==> config.mk <==
export PLATFORM = sky130hd
export DESIGN_NAME = iob_sim_trap_monitor
export DESIGN_NICKNAME = d
export VERILOG_FILES = /design/src/rtl/iob_sim_trap_monitor.sv
export SDC_FILE = /design/constraint.sdc
export NUM_CORES = 1
export LEC_CHECK = 0
export BUFFER_PORTS_ARGS = -buffer_cell sky130_fd_sc_hd__buf_2
export CAP_MARGIN = 10
export CORE_UTILIZATION = 55
export CTS_BUF_LIST = sky130_fd_sc_hd__clkbuf_4
export DETAILED_ROUTE_END_ITERATION = 16
export PLACE_DENSITY_LB_ADDON = 0.12
export SLEW_MARGIN = 20
export SYNTH_ARGS = -nofsm -noshare
export SYNTH_HDL_FRONTEND = slang
export SYNTH_SLANG_ARGS = --single-unit
==> constraint.sdc <==
create_clock -name clk_i -period 4 [get_ports clk_i]
set_clock_uncertainty 0.2 [all_clocks]
set_input_delay 0.8 -clock clk_i [delete_from_list [all_inputs] [get_ports clk_i]]
set_output_delay 0.8 -clock clk_i [all_outputs]
set_load 0.005 [all_outputs]
==> src/rtl/iob_sim_trap_monitor.sv <==
// Simulation-harness trap monitor: latches trap edges, runs an inactivity watchdog and
// raises finish_o after a drain delay. Status and control sit on an IOb-native CSR port.
module iob_sim_trap_monitor #(
    parameter int unsigned N_TRAP       = 2,
    parameter int unsigned CNT_W        = 32,
    parameter int unsigned DRAIN_CYCLES = 10,
    parameter int unsigned TIMEOUT_RST  = 0,
    parameter int unsigned DATA_W       = 32,
    parameter int unsigned ADDR_W       = 2
) (
    input  logic                clk_i,
    input  logic                arst_n_i,
    input  logic                cke_i,
    input  logic [N_TRAP-1:0]   trap_i,
    input  logic [N_TRAP-1:0]   activity_i,
    input  logic                iob_avalid_i,
    input  logic [ADDR_W-1:0]   iob_addr_i,
    input  logic [DATA_W-1:0]   iob_wdata_i,
    input  logic [DATA_W/8-1:0] iob_wstrb_i,
    output logic [DATA_W-1:0]   iob_rdata_o,
    output logic                iob_rvalid_o,
    output logic                iob_ready_o,
    output logic [N_TRAP-1:0]   trap_seen_o,
    output logic                finish_o
);

    localparam int unsigned STRB_W = DATA_W / 8;
    localparam int unsigned DRN_W  = (DRAIN_CYCLES > 1) ? $clog2(DRAIN_CYCLES) : 1;
    localparam int unsigned CLR_B  = (DATA_W > 31) ? 31 : DATA_W - 1;

    typedef enum logic [1:0] {StArmed, StDrain, StDone} state_e;

    state_e             state_q, state_d;
    logic [N_TRAP-1:0]  trap_q, trap_rise, trap_seen_q, mask_q;
    logic [CNT_W-1:0]   cyc_q, tstamp_q, timeout_q, wdog_q;
    logic [DRN_W-1:0]   drain_q;
    logic [3:0]         first_q, first_idx;
    logic               cause_q;
    logic [DATA_W-1:0]  rdata_q, rdata_d, tmo_ext, tmo_wr;
    logic               rvalid_q;
    logic               wr, rd, wr_timeout, wr_ctrl, clear, wr_mask;
    logic               any_rise, any_act, wdog_hit, trigger, st_drain, st_done;

    assign wr         = iob_avalid_i & (|iob_wstrb_i);
    assign rd         = iob_avalid_i & ~(|iob_wstrb_i);
    assign wr_timeout = wr && (iob_addr_i == ADDR_W'(2));
    assign wr_ctrl    = wr && (iob_addr_i == ADDR_W'(3));
    assign clear      = wr_ctrl & iob_wdata_i[CLR_B];
    assign wr_mask    = wr_ctrl & ~iob_wdata_i[CLR_B];

    assign trap_rise = trap_i & ~trap_q & mask_q;
    assign any_rise  = |trap_rise;
    assign any_act   = any_rise | (|activity_i);
    assign wdog_hit  = (timeout_q != '0) && (wdog_q == timeout_q - CNT_W'(1)) && !any_act;
    assign trigger   = (state_q == StArmed) && (any_rise || wdog_hit);

    always_comb begin
        first_idx = '0;
        for (int i = N_TRAP - 1; i >= 0; i--) begin
            if (trap_rise[i]) first_idx = 4'(i);
        end
    end

    // Byte-strobe merge so partial TIMEOUT writes keep the untouched bytes.
    always_comb begin
        tmo_ext = DATA_W'(timeout_q);
        tmo_wr  = tmo_ext;
        for (int b = 0; b < STRB_W; b++) begin
            if (iob_wstrb_i[b]) tmo_wr[b*8 +: 8] = iob_wdata_i[b*8 +: 8];
        end
    end

    always_ff @(posedge clk_i or negedge arst_n_i) begin
        if (!arst_n_i) begin
            state_q <= StArmed;
        end else if (cke_i) begin
            state_q <= state_d;
        end
    end

    always_comb begin
        state_d = state_q;
        case (state_q)
            StArmed: begin
                if (trigger) state_d = (DRAIN_CYCLES == 0) ? StDone : StDrain;
            end
            StDrain: begin
                if (drain_q == DRN_W'(DRAIN_CYCLES - 1)) state_d = StDone;
            end
            StDone:  state_d = StDone;
            default: state_d = StArmed;
        endcase
        if (clear) state_d = StArmed;
    end

    always_comb begin
        st_drain = (state_q == StDrain);
        st_done  = (state_q == StDone);
        finish_o = st_done;
    end

    always_ff @(posedge clk_i or negedge arst_n_i) begin
        if (!arst_n_i) begin
            trap_q      <= '0;
            trap_seen_q <= '0;
            mask_q      <= '1;
            cyc_q       <= '0;
            tstamp_q    <= '0;
            timeout_q   <= CNT_W'(TIMEOUT_RST);
            wdog_q      <= '0;
            drain_q     <= '0;
            first_q     <= '0;
            cause_q     <= 1'b0;
        end else if (cke_i) begin
            // trap_q always follows trap_i, so a rise coincident with CLEAR is consumed.
            trap_q <= trap_i;
            cyc_q  <= cyc_q + CNT_W'(1);
            if (clear) begin
                trap_seen_q <= '0;
                tstamp_q    <= '0;
                wdog_q      <= '0;
                drain_q     <= '0;
                first_q     <= '0;
                cause_q     <= 1'b0;
            end else begin
                trap_seen_q <= trap_seen_q | trap_rise;
                if (trigger) begin
                    first_q  <= any_rise ? first_idx : 4'd0;
                    cause_q  <= ~any_rise;
                    tstamp_q <= cyc_q;
                end
                if (st_drain && state_d == StDrain) drain_q <= drain_q + DRN_W'(1);
                else drain_q <= '0;
                if (wr_timeout) begin
                    wdog_q <= '0;
                end else if (state_q == StArmed) begin
                    if (any_act) wdog_q <= '0;
                    else if (wdog_q != '1) wdog_q <= wdog_q + CNT_W'(1);
                end
            end
            if (wr_timeout) timeout_q <= tmo_wr[CNT_W-1:0];
            if (wr_mask) mask_q <= iob_wdata_i[N_TRAP-1:0];
        end
    end

    always_comb begin
        rdata_d = '0;
        case (iob_addr_i)
            ADDR_W'(0): begin
                rdata_d[N_TRAP-1:0] = trap_seen_q;
                rdata_d[16]         = st_done;
                rdata_d[17]         = cause_q;
                rdata_d[18]         = st_drain;
                rdata_d[23:20]      = first_q;
            end
            ADDR_W'(1): rdata_d[CNT_W-1:0]  = tstamp_q;
            ADDR_W'(2): rdata_d[CNT_W-1:0]  = timeout_q;
            ADDR_W'(3): rdata_d[N_TRAP-1:0] = mask_q;
            default:    rdata_d = '0;
        endcase
    end

    always_ff @(posedge clk_i or negedge arst_n_i) begin
        if (!arst_n_i) begin
            rvalid_q <= 1'b0;
            rdata_q  <= '0;
        end else if (cke_i) begin
            rvalid_q <= rd;
            if (rd) rdata_q <= rdata_d;
        end
    end

    assign iob_rdata_o  = rdata_q;
    assign iob_rvalid_o = rvalid_q;
    assign iob_ready_o  = 1'b1;
    assign trap_seen_o  = trap_seen_q;

endmodule

==> out/qor.json, run 1 <==
{
  "pwr": {
    "power-per-cell-area_nw_per_um2": 403,
    "fin_total_pwr_w": 0.00407,
    "swShare_pct": 34.9,
    "switching_power_w": 0.00142,
    "p_clk_share_pct": 22.6,
    "vdd.ir_drop.worst_mv": 0.321,
    "comb_power_share_pct": 22.2,
    "power_report.internal_total_w": 0.00265,
    "power_frac_seq_pct": 55.1,
    "p_leak_nw": 4.53
  },
  "global_routing": {
    "grt_pass1_wl_um": 37400,
    "number_of_antenna_violations_at_the_first_check_in_global_routing": 1,
    "maximum_number_of_pins_on_one_net_before_global_route_repair": 72,
    "grt.total_usage_pct": 27.9,
    "first_global_vias": 6945,
    "grt-ovfl-total": 0
  },
  "worst_setup_path": {
    "worst_r2r_startpoint": "timeout_q[3]$_DFFE_PN0P_",
    "setup.worst_path.start_class": "register",
    "setup.worst_path.end_class": "register",
    "worstPathRequired_ns": 4.29,
    "crit_path_max_fanout": 33,
    "worst-endpoint-arrival_ns": 4.04,
    "criticalPathCategory": "register to register",
    "critPathLaunch": "timeout_q[3]$_DFFE_PN0P_"
  },
  "synth": {
    "postSynthNetCount": 966,
    "post-synth-top-area-fraction_pct": 47.2,
    "yosysTopAreaCell": "sky130_fd_sc_hd__dfrtp_1",
    "netlist_instances": 909,
    "yosys-top-cells-area": "sky130_fd_sc_hd__dfrtp_1 47%, sky130_fd_sc_hd__a22o_1 5.3%, sky130_fd_sc_hd__xnor2_1 4.9%",
    "synth_edf_count": 0,
    "most_used_flip_flop_cell_after_synthesis": "sky130_fd_sc_hd__dfrtp_1",
    "yosysSeqAreaShare_pct": 47.8,
    "syn_area_um2": 9170,
    "synth_seq_cells": 175,
    "synth_cell_types": 72,
    "post_synth.cell_area_avg_um2": 10.1,
    "synth_warnings": 0,
    "async_flop_share_pct": 100
  },
  "placed_design": {
    "dp.final_hpwl_um": 16800,
    "gp_congestion": 0.967,
    "placement.io_buffers": 81,
    "place_worst_setup_slack_ns": 0.262,
    "number_of_instances_in_the_placed_design": 1167
  },
  "floorplan": {
    "num_io_pins": 83,
    "die_area_um2": 17200,
    "y_dimension_of_the_die_um": 131,
    "core_area_um2": 16100,
    "initial_core_util_pct": 57.1,
    "chipWidth_um": 131,
    "rows": 46
  },
  "route": {
    "detail_route.wirelength_um": 22900,
    "detail_route.vias_per_cell": 6.00,
    "antenna_violating_nets_post_route": 0,
    "wl_per_cell_um": 19.0,
    "drt-pass1-iter-count": 5,
    "detail_route.iter0.violations": 537,
    "drt_drc_violations_left": 0,
    "num_vias": 7236
  },
  "sta": {
    "highest_clock_rate_mhz": 267,
    "worst_slew_pin_slew_ns": 0.944,
    "post_route_setup_tns_ns": 0,
    "post-route-min-period_ns": 3.74,
    "setup_viol_count_final": 0,
    "timing.final.hold_violations": 0,
    "postLayoutSetupSlackWorst_ns": 0.256,
    "final_max_slew_viol_count": 0,
    "timing.max_slew.rel_slack_pct": 36.5,
    "timing.final.crit_share_pct": 93.6
  },
  "clocking": {
    "clkLatencyLatePin_ns": 0.60,
    "cts_tree": "built",
    "worst_setup_hold_path_clk_slew_ns": 0.16,
    "cts_buffers": 17,
    "ctsLongestPathBuffers": 2,
    "ctsRootBufferMaster": "sky130_fd_sc_hd__clkbuf_4",
    "cts_htree_levels": 4,
    "clock-sinks": 175
  },
  "status": {
    "run_status": "completed"
  },
  "worst_hold_path": {
    "min_from": "iob_wdata_i[13]",
    "min-delay-path-class": "input port to register"
  },
  "job": {
    "maxCapViolations": 0
  },
  "cells_and_area": {
    "area.growth.synth_to_final_pct": 9.95,
    "final.fill_count": 1363,
    "fraction_of_final_layout_cells_with_drive_strength_greater_than_1_pct": 20.1,
    "fin_cells": 1206,
    "finalNetCount": 1033
  }
}
repair_timing:
action,in CTS,in global routing
endpoints found under the setup margin,0,34
setup buffers,0,5
endpoints found under the hold margin,8,0
hold buffers,1,0
resized for setup,0,1
layer usage:
| metal | GRT usage, % | vias up | share of wire (%) |
|---|---|---|---|
| li1 | - | 3427 | - |
| met1 | 40.0 | 3552 | 47 |
| met2 | 42.1 | 211 | 45 |
| met3 | 4.51 | 46 | 5.2 |
| met4 | 11.3 | 0 | 2.7 |
| met5 | 0 | - | 0 |
layout by cell type (no fill, tap or decap), types with 30 or more instances in the layout:
master	netlist	layout
sky130_fd_sc_hd__mux2_2	38	38
sky130_fd_sc_hd__buf_2	4	80
sky130_fd_sc_hd__o21ai_0	59	59
sky130_fd_sc_hd__xnor2_1	51	51
sky130_fd_sc_hd__dfrtp_1	173	173
sky130_fd_sc_hd__xor2_1	33	33
sky130_fd_sc_hd__nand3_1	31	30
sky130_fd_sc_hd__a22o_1	55	55
sky130_fd_sc_hd__nand2_1	104	104
sky130_fd_sc_hd__nor2_1	63	63
state kept, by name, summed over array words and instances, names as in the netlist:
name	flops
mask_q	2
cyc_q	32
iob_rvalid_o	1
iob_rdata_o	32
first_q	1
drain_q	4
wdog_q	32
cause_q	1
state_q	2
timeout_q	32
trap_seen_o	2
trap_q	2
tstamp_q	32
power by group through the flow:
stage	Sequential, W	Clock, W	Combinational, W
2_1_floorplan	0.00215	0	0.000661
3_3_place_gp	0.00226	0	0.000879
3_5_place_dp	0.00227	0	0.000886
4_1_cts	0.00223	0.000949	0.000891
5_1_grt	0.00227	0.00101	0.000998
6_report	0.00224	0.000920	0.000904
per-stage QoR:
| step | area [um2] | utilization, % | hold WS, ns |
|---|---|---|---|
| 4_1_cts | 10000 | 62.5 | 0.176 |
| 5_1_grt | 10100 | 62.8 | 0.197 |
| 3_5_place_dp | 9790 | 61.0 | 0.261 |
| 3_3_place_gp | 9790 | 61.0 | 0.261 |
| 2_1_floorplan | 9170 | - | 0.246 |
| 6_report | 10100 | 62.8 | 0.212 |
path summary, 6_finish.rpt:
kind,slack (ns),endpoint,cells after the start
worst max-delay path,0.26,cause_q$_DFFE_PN0P_,11
worst min-delay path,0.21,timeout_q[13]$_DFFE_PN0P_,2
worst max register to register,0.26,cause_q$_DFFE_PN0P_,11
worst min register to register,0.29,iob_rdata_o[9]$_DFFE_PN0P_,2
max in group asynchronous,2.10,timeout_q[21]$_DFFE_PN0P_,3
min in group asynchronous,0.56,wdog_q[1]$_DFFE_PN0P_,2
cells in the mapped netlist, types with 4 or more instances:
library cell / n
sky130_fd_sc_hd__mux2_2: 38
sky130_fd_sc_hd__nand2b_1: 6
sky130_fd_sc_hd__a21oi_1: 11
sky130_fd_sc_hd__ha_1: 11
sky130_fd_sc_hd__a222oi_1: 6
sky130_fd_sc_hd__clkbuf_1: 47
sky130_fd_sc_hd__o31ai_1: 18
sky130_fd_sc_hd__a22o_1: 55
sky130_fd_sc_hd__nand4_1: 18
sky130_fd_sc_hd__nor2_1: 63
sky130_fd_sc_hd__nand3_1: 31
sky130_fd_sc_hd__xnor2_1: 51
sky130_fd_sc_hd__and3_1: 25
sky130_fd_sc_hd__nor2b_1: 8
sky130_fd_sc_hd__xor2_1: 33
sky130_fd_sc_hd__buf_2: 4
sky130_fd_sc_hd__a31oi_1: 6
sky130_fd_sc_hd__o21ai_0: 59
sky130_fd_sc_hd__dfrtp_1: 173
sky130_fd_sc_hd__nor3_1: 14
sky130_fd_sc_hd__nand2_1: 104
sky130_fd_sc_hd__nor4_1: 15
sky130_fd_sc_hd__nor4_2: 4
sky130_fd_sc_hd__buf_6: 4
sky130_fd_sc_hd__inv_1: 18
sky130_fd_sc_hd__and4_1: 5
logic make-up after synthesis:
kind of cell	after synthesis	synth area share [%]
buffers and inverters	78	3.66
xor gates and xnor gates	84	8.02
muxes	39	4.77
and+or+nand+nor	328	18.9
DFF	175	47.8
other	1	0.0409
AOI/OAI and AO/OA	193	15.4
adders and majority gates	11	1.50
cell type report:
| class | count | area [um2] | area share [%] |
|---|---|---|---|
| flip-flops and latches | 175 | 4380 | 43.5 |
| clock buffers | 18 | 135 | 1.34 |
| well taps | 216 | 270 | 2.68 |
| clock inverters | 14 | 105 | 1.04 |
| repair buffers | 108 | 642 | 6.37 |
| multi-input cells | 656 | 4480 | 44.4 |
| inverters | 18 | 67.6 | 0.670 |
| diodes | 1 | 2.50 | 0.0248 |
critical path, cell delays in order, from the launching register on:
cell	delay [ns]
sky130_fd_sc_hd__dfrtp_1	0.52
sky130_fd_sc_hd__or4_1	0.69
sky130_fd_sc_hd__nor4_1	0.32
sky130_fd_sc_hd__a311o_1	0.15
sky130_fd_sc_hd__o22ai_1	0.12
sky130_fd_sc_hd__a2111oi_0	0.35
sky130_fd_sc_hd__o2111ai_1	0.29
sky130_fd_sc_hd__buf_4	0.22
sky130_fd_sc_hd__nor3_2	0.22
sky130_fd_sc_hd__a211oi_4	0.06
sky130_fd_sc_hd__buf_4	0.26
sky130_fd_sc_hd__a32o_1	0.24
No activity file was read; power rests on OpenSTA's default activity.
==> inputs of run 2 (changes only) <==
--- a/config.mk
+++ b/config.mk
@@ -8,7 +8,6 @@
 export BUFFER_PORTS_ARGS = -buffer_cell sky130_fd_sc_hd__buf_2
 export CAP_MARGIN = 10
 export CORE_UTILIZATION = 55
-export CTS_BUF_LIST = sky130_fd_sc_hd__clkbuf_4
 export DETAILED_ROUTE_END_ITERATION = 16
 export PLACE_DENSITY_LB_ADDON = 0.12
 export SLEW_MARGIN = 20
==> constraint.sdc (replaced) <==
create_clock -name clk_i -period 4 [get_ports clk_i]
set_clock_uncertainty 0.2 [all_clocks]
set_input_delay 0.4 -clock clk_i [delete_from_list [all_inputs] [get_ports clk_i]]
set_output_delay 0.4 -clock clk_i [all_outputs]
set_load 0.005 [all_outputs]
==> out/qor.json, run 2 (synthesized netlist as in run 1, its figures left out) <==
{
  "cells_and_area": {
    "area.growth.synth_to_final_pct": 16.2,
    "multi_input_comb_area": {"value": 4470, "unit": "um2", "change": "-0.11%"},
    "finalNetCount": {"value": 1053, "change": "+1.9%"},
    "layout.cells.most_common_list": "173 x sky130_fd_sc_hd__dfrtp_1, 104 x sky130_fd_sc_hd__nand2_1, 80 x sky130_fd_sc_hd__buf_2",
    "design_area": {"value": 10700, "unit": "um2", "change": "+5.7%"},
    "final.fill_count": {"value": 1235, "change": "-9.4%"},
    "layout_commonest_cell": "sky130_fd_sc_hd__dfrtp_1",
    "regArea": {"value": 4380, "unit": "um2", "change": "unchanged"},
    "fraction_of_final_layout_cells_with_drive_strength_greater_than_1": {"value": 19.4, "unit": "%", "change": "-0.70 points"},
    "post-route-util": {"value": 66.4, "unit": "%", "change": "+3.6 points"},
    "num_antenna_cells": {"value": 0, "change": "-1"}
  },
  "global_routing": {
    "grt_use_met3": {"value": 5.67, "unit": "%", "change": "+1.2 points"},
    "top_usage_layer": "met2",
    "global_route.usage.met1": {"value": 40.1, "unit": "%", "change": "+0.061 points"},
    "first_global_vias": {"value": 6995, "change": "+0.72%"},
    "grt_pass1_wl": {"value": 38000, "unit": "um", "change": "+1.7%"},
    "grt-ovfl-total": {"value": 0, "change": "unchanged"},
    "number_of_antenna_violations_at_the_first_check_in_global_routing": {"value": 0, "change": "-1"},
    "grt.total_usage": {"value": 28.4, "unit": "%", "change": "+0.54 points"},
    "met2_usage": {"value": 43.4, "unit": "%", "change": "+1.4 points"},
    "maximum_number_of_pins_on_one_net_before_global_route_repair": {"value": 80, "change": "+11%"}
  },
  "pwr": {
    "vdd.ir_drop.worst": {"value": 0.328, "unit": "mV", "change": "+2.3%"},
    "p_leak": {"value": 4.78, "unit": "nW", "change": "+5.6%"},
    "power-per-cell-area": {"value": 460, "unit": "nW/um2", "change": "+14%"}
  },
  "floorplan": {
    "num_io_pins": {"value": 83, "change": "unchanged"},
    "chipWidth": {"value": 131, "unit": "um", "change": "unchanged"},
    "y_dimension_of_the_die": {"value": 131, "unit": "um", "change": "unchanged"},
    "core_area": {"value": 16100, "unit": "um2", "change": "unchanged"},
    "die_area": {"value": 17200, "unit": "um2", "change": "unchanged"},
    "initial_core_util": {"value": 57.1, "unit": "%", "change": "unchanged"},
    "rows": {"value": 46, "change": "unchanged"}
  },
  "sta": {
    "timing.final.hold_violations": {"value": 0, "change": "unchanged"},
    "worst_slew_pin_slew": {"value": 1.05, "unit": "ns", "change": "+0.110 ns"},
    "final_max_slew_viol_count": {"value": 0, "change": "unchanged"},
    "post-route-min-period": {"value": 3.75, "unit": "ns", "change": "+0.00605 ns"},
    "timing.final.crit_share": {"value": 93.7, "unit": "%", "change": "+0.15 points"},
    "setup_viol_count_final": {"value": 0, "change": "unchanged"},
    "post_route_setup_tns": {"value": 0, "unit": "ns", "change": "unchanged"},
    "postLayoutSetupSlackWorst": {"value": 0.250, "unit": "ns", "change": "-0.00605 ns"},
    "highest_clock_rate": {"value": 267, "unit": "MHz", "change": "-0.16%"},
    "setup_repair_after_global_routing_missed_its_margin": "no",
    "timing.max_slew.rel_slack": {"value": 29.1, "unit": "%", "change": "-7.4 points"}
  },
  "worst_setup_path": {
    "setup.worst_path.start_class": "register",
    "setup.worst_path.end_class": "register",
    "reg2reg_setup_slack": {"value": 0.25, "unit": "ns", "change": "about the same"},
    "worstPathRequired": {"value": 4.18, "unit": "ns", "change": "-0.11 ns"},
    "crit_path_max_fanout": {"value": 33, "change": "unchanged"},
    "worst-endpoint-arrival": {"value": 3.93, "unit": "ns", "change": "-0.11 ns"},
    "criticalPathCategory": "register to register"
  },
  "clocking": {
    "worst_setup_hold_path_clk_slew": {"value": 0.07, "unit": "ns", "change": "-0.09 ns"},
    "cts_resized": {"value": 0, "change": "unchanged"},
    "clkLatencyLatePin": {"value": 0.44, "unit": "ns", "change": "-0.16 ns"},
    "cts_post_setup_buffers_inserted": {"value": 0, "change": "unchanged"},
    "cts_buffers": {"value": 17, "change": "unchanged"},
    "clock-sinks": {"value": 175, "change": "unchanged"},
    "cts.hold.buffers_added": {"value": 24, "change": "+23"},
    "cts_tree": "built",
    "ctsLongestPathBuffers": {"value": 2, "change": "unchanged"},
    "ctsRootBufferMaster": "sky130_fd_sc_hd__clkbuf_16",
    "cts_htree_levels": {"value": 4, "change": "unchanged"}
  },
  "route": {
    "wl_per_cell": {"value": 19.3, "unit": "um", "change": "+1.7%"},
    "antenna_violating_nets_post_route": {"value": 0, "change": "unchanged"},
    "drt_drc_violations_left": {"value": 0, "change": "unchanged"},
    "detail_route.iter0.violations": {"value": 593, "change": "+10%"},
    "num_vias": {"value": 7336, "change": "+1.4%"},
    "detail_route.wirelength": {"value": 23700, "unit": "um", "change": "+3.3%"},
    "drt-pass1-iter-count": {"value": 5, "change": "unchanged"},
    "detail_route.vias_per_cell": {"value": 5.99, "change": "-0.19%"}
  },
  "worst_hold_path": {
    "min-delay-path-class": "input port to register"
  },
  "job": {
    "maxCapViolations": {"value": 0, "change": "unchanged"}
  },
  "placed_design": {
    "dp.final_hpwl": {"value": 16800, "unit": "um", "change": "-0.34%"},
    "gp_congestion": {"value": 0.916, "change": "-5.3%"},
    "placement.io_buffers": {"value": 81, "change": "unchanged"},
    "place_worst_setup_slack": {"value": 0.344, "unit": "ns", "change": "+0.0821 ns"},
    "detailed_place.area": {"value": 9800, "unit": "um2", "change": "+0.15%"}
  },
  "status": {
    "run_status": "completed"
  }
}
[run 2: metal layers]
layer	wire, um	share of wire, %	vias up
li1	-	-	3461
met1	10900	46	3614
met2	10900	46	223
met3	1300	5.5	38
met4	580	2.5	0
met5	0	0	-
[run 2: path summary, 6_finish.rpt]
path | start | end | cells after the start
setup / recovery | timeout_q[3]$_DFFE_PN0P_ | tstamp_q[25]$_DFFE_PN0P_ | 10
hold / removal | iob_wdata_i[16] | timeout_q[16]$_DFFE_PN0P_ | 2
setup reg to reg | timeout_q[3]$_DFFE_PN0P_ | tstamp_q[25]$_DFFE_PN0P_ | 10
hold reg to reg | iob_rdata_o[17]$_DFFE_PN0P_ | iob_rdata_o[17]$_DFFE_PN0P_ | 2
max in group asynchronous | arst_n_i | iob_rvalid_o$_DFFE_PN0P_ | 3
min in group asynchronous | arst_n_i | timeout_q[8]$_DFFE_PN0P_ | 2
[run 2: critical path: stages (launching register included)]
cell and delay (ns):
sky130_fd_sc_hd__dfrtp_1 0.50, sky130_fd_sc_hd__or4_1 0.71, sky130_fd_sc_hd__nor4_1 0.33, sky130_fd_sc_hd__a311o_1 0.17, sky130_fd_sc_hd__o22ai_1 0.12, sky130_fd_sc_hd__a2111oi_0 0.32, sky130_fd_sc_hd__o2111ai_1 0.31, sky130_fd_sc_hd__or4_1 0.56
sky130_fd_sc_hd__nand2_2 0.10, sky130_fd_sc_hd__buf_12 0.19, sky130_fd_sc_hd__a22o_1 0.17
[run 2: final cells by class]
type	count	area share, %
repair buffers	128	7.97
multi-input cells	656	42.0
clock buffers	19	4.16
well taps	216	2.54
inverters	18	0.634
flip-flops and latches	175	41.1
clock inverters	13	1.61
[run 2: per-stage QoR]
step                      total power [W]  hold WS (ns)  cells
after floorplan                   0.00281       -0.0956    909
after global placement            0.00315         0.256   1169
after detailed placement          0.00316         0.266   1169
after CTS                         0.00491      0.000330   1225
after global routing              0.00511       0.00137   1225
final                             0.00490        0.0134   1225
[run 2: power breakdown]
group | leakage, nW | switching, W | internal (W) | total [W]
clock | 0.302 | 0.000774 | 0.000966 | 0.00174
sequential | 2.34 | 0.000288 | 0.00196 | 0.00225
combinational | 2.14 | 0.000476 | 0.000439 | 0.000915
total | 4.78 | 0.00154 | 0.00337 | 0.00490
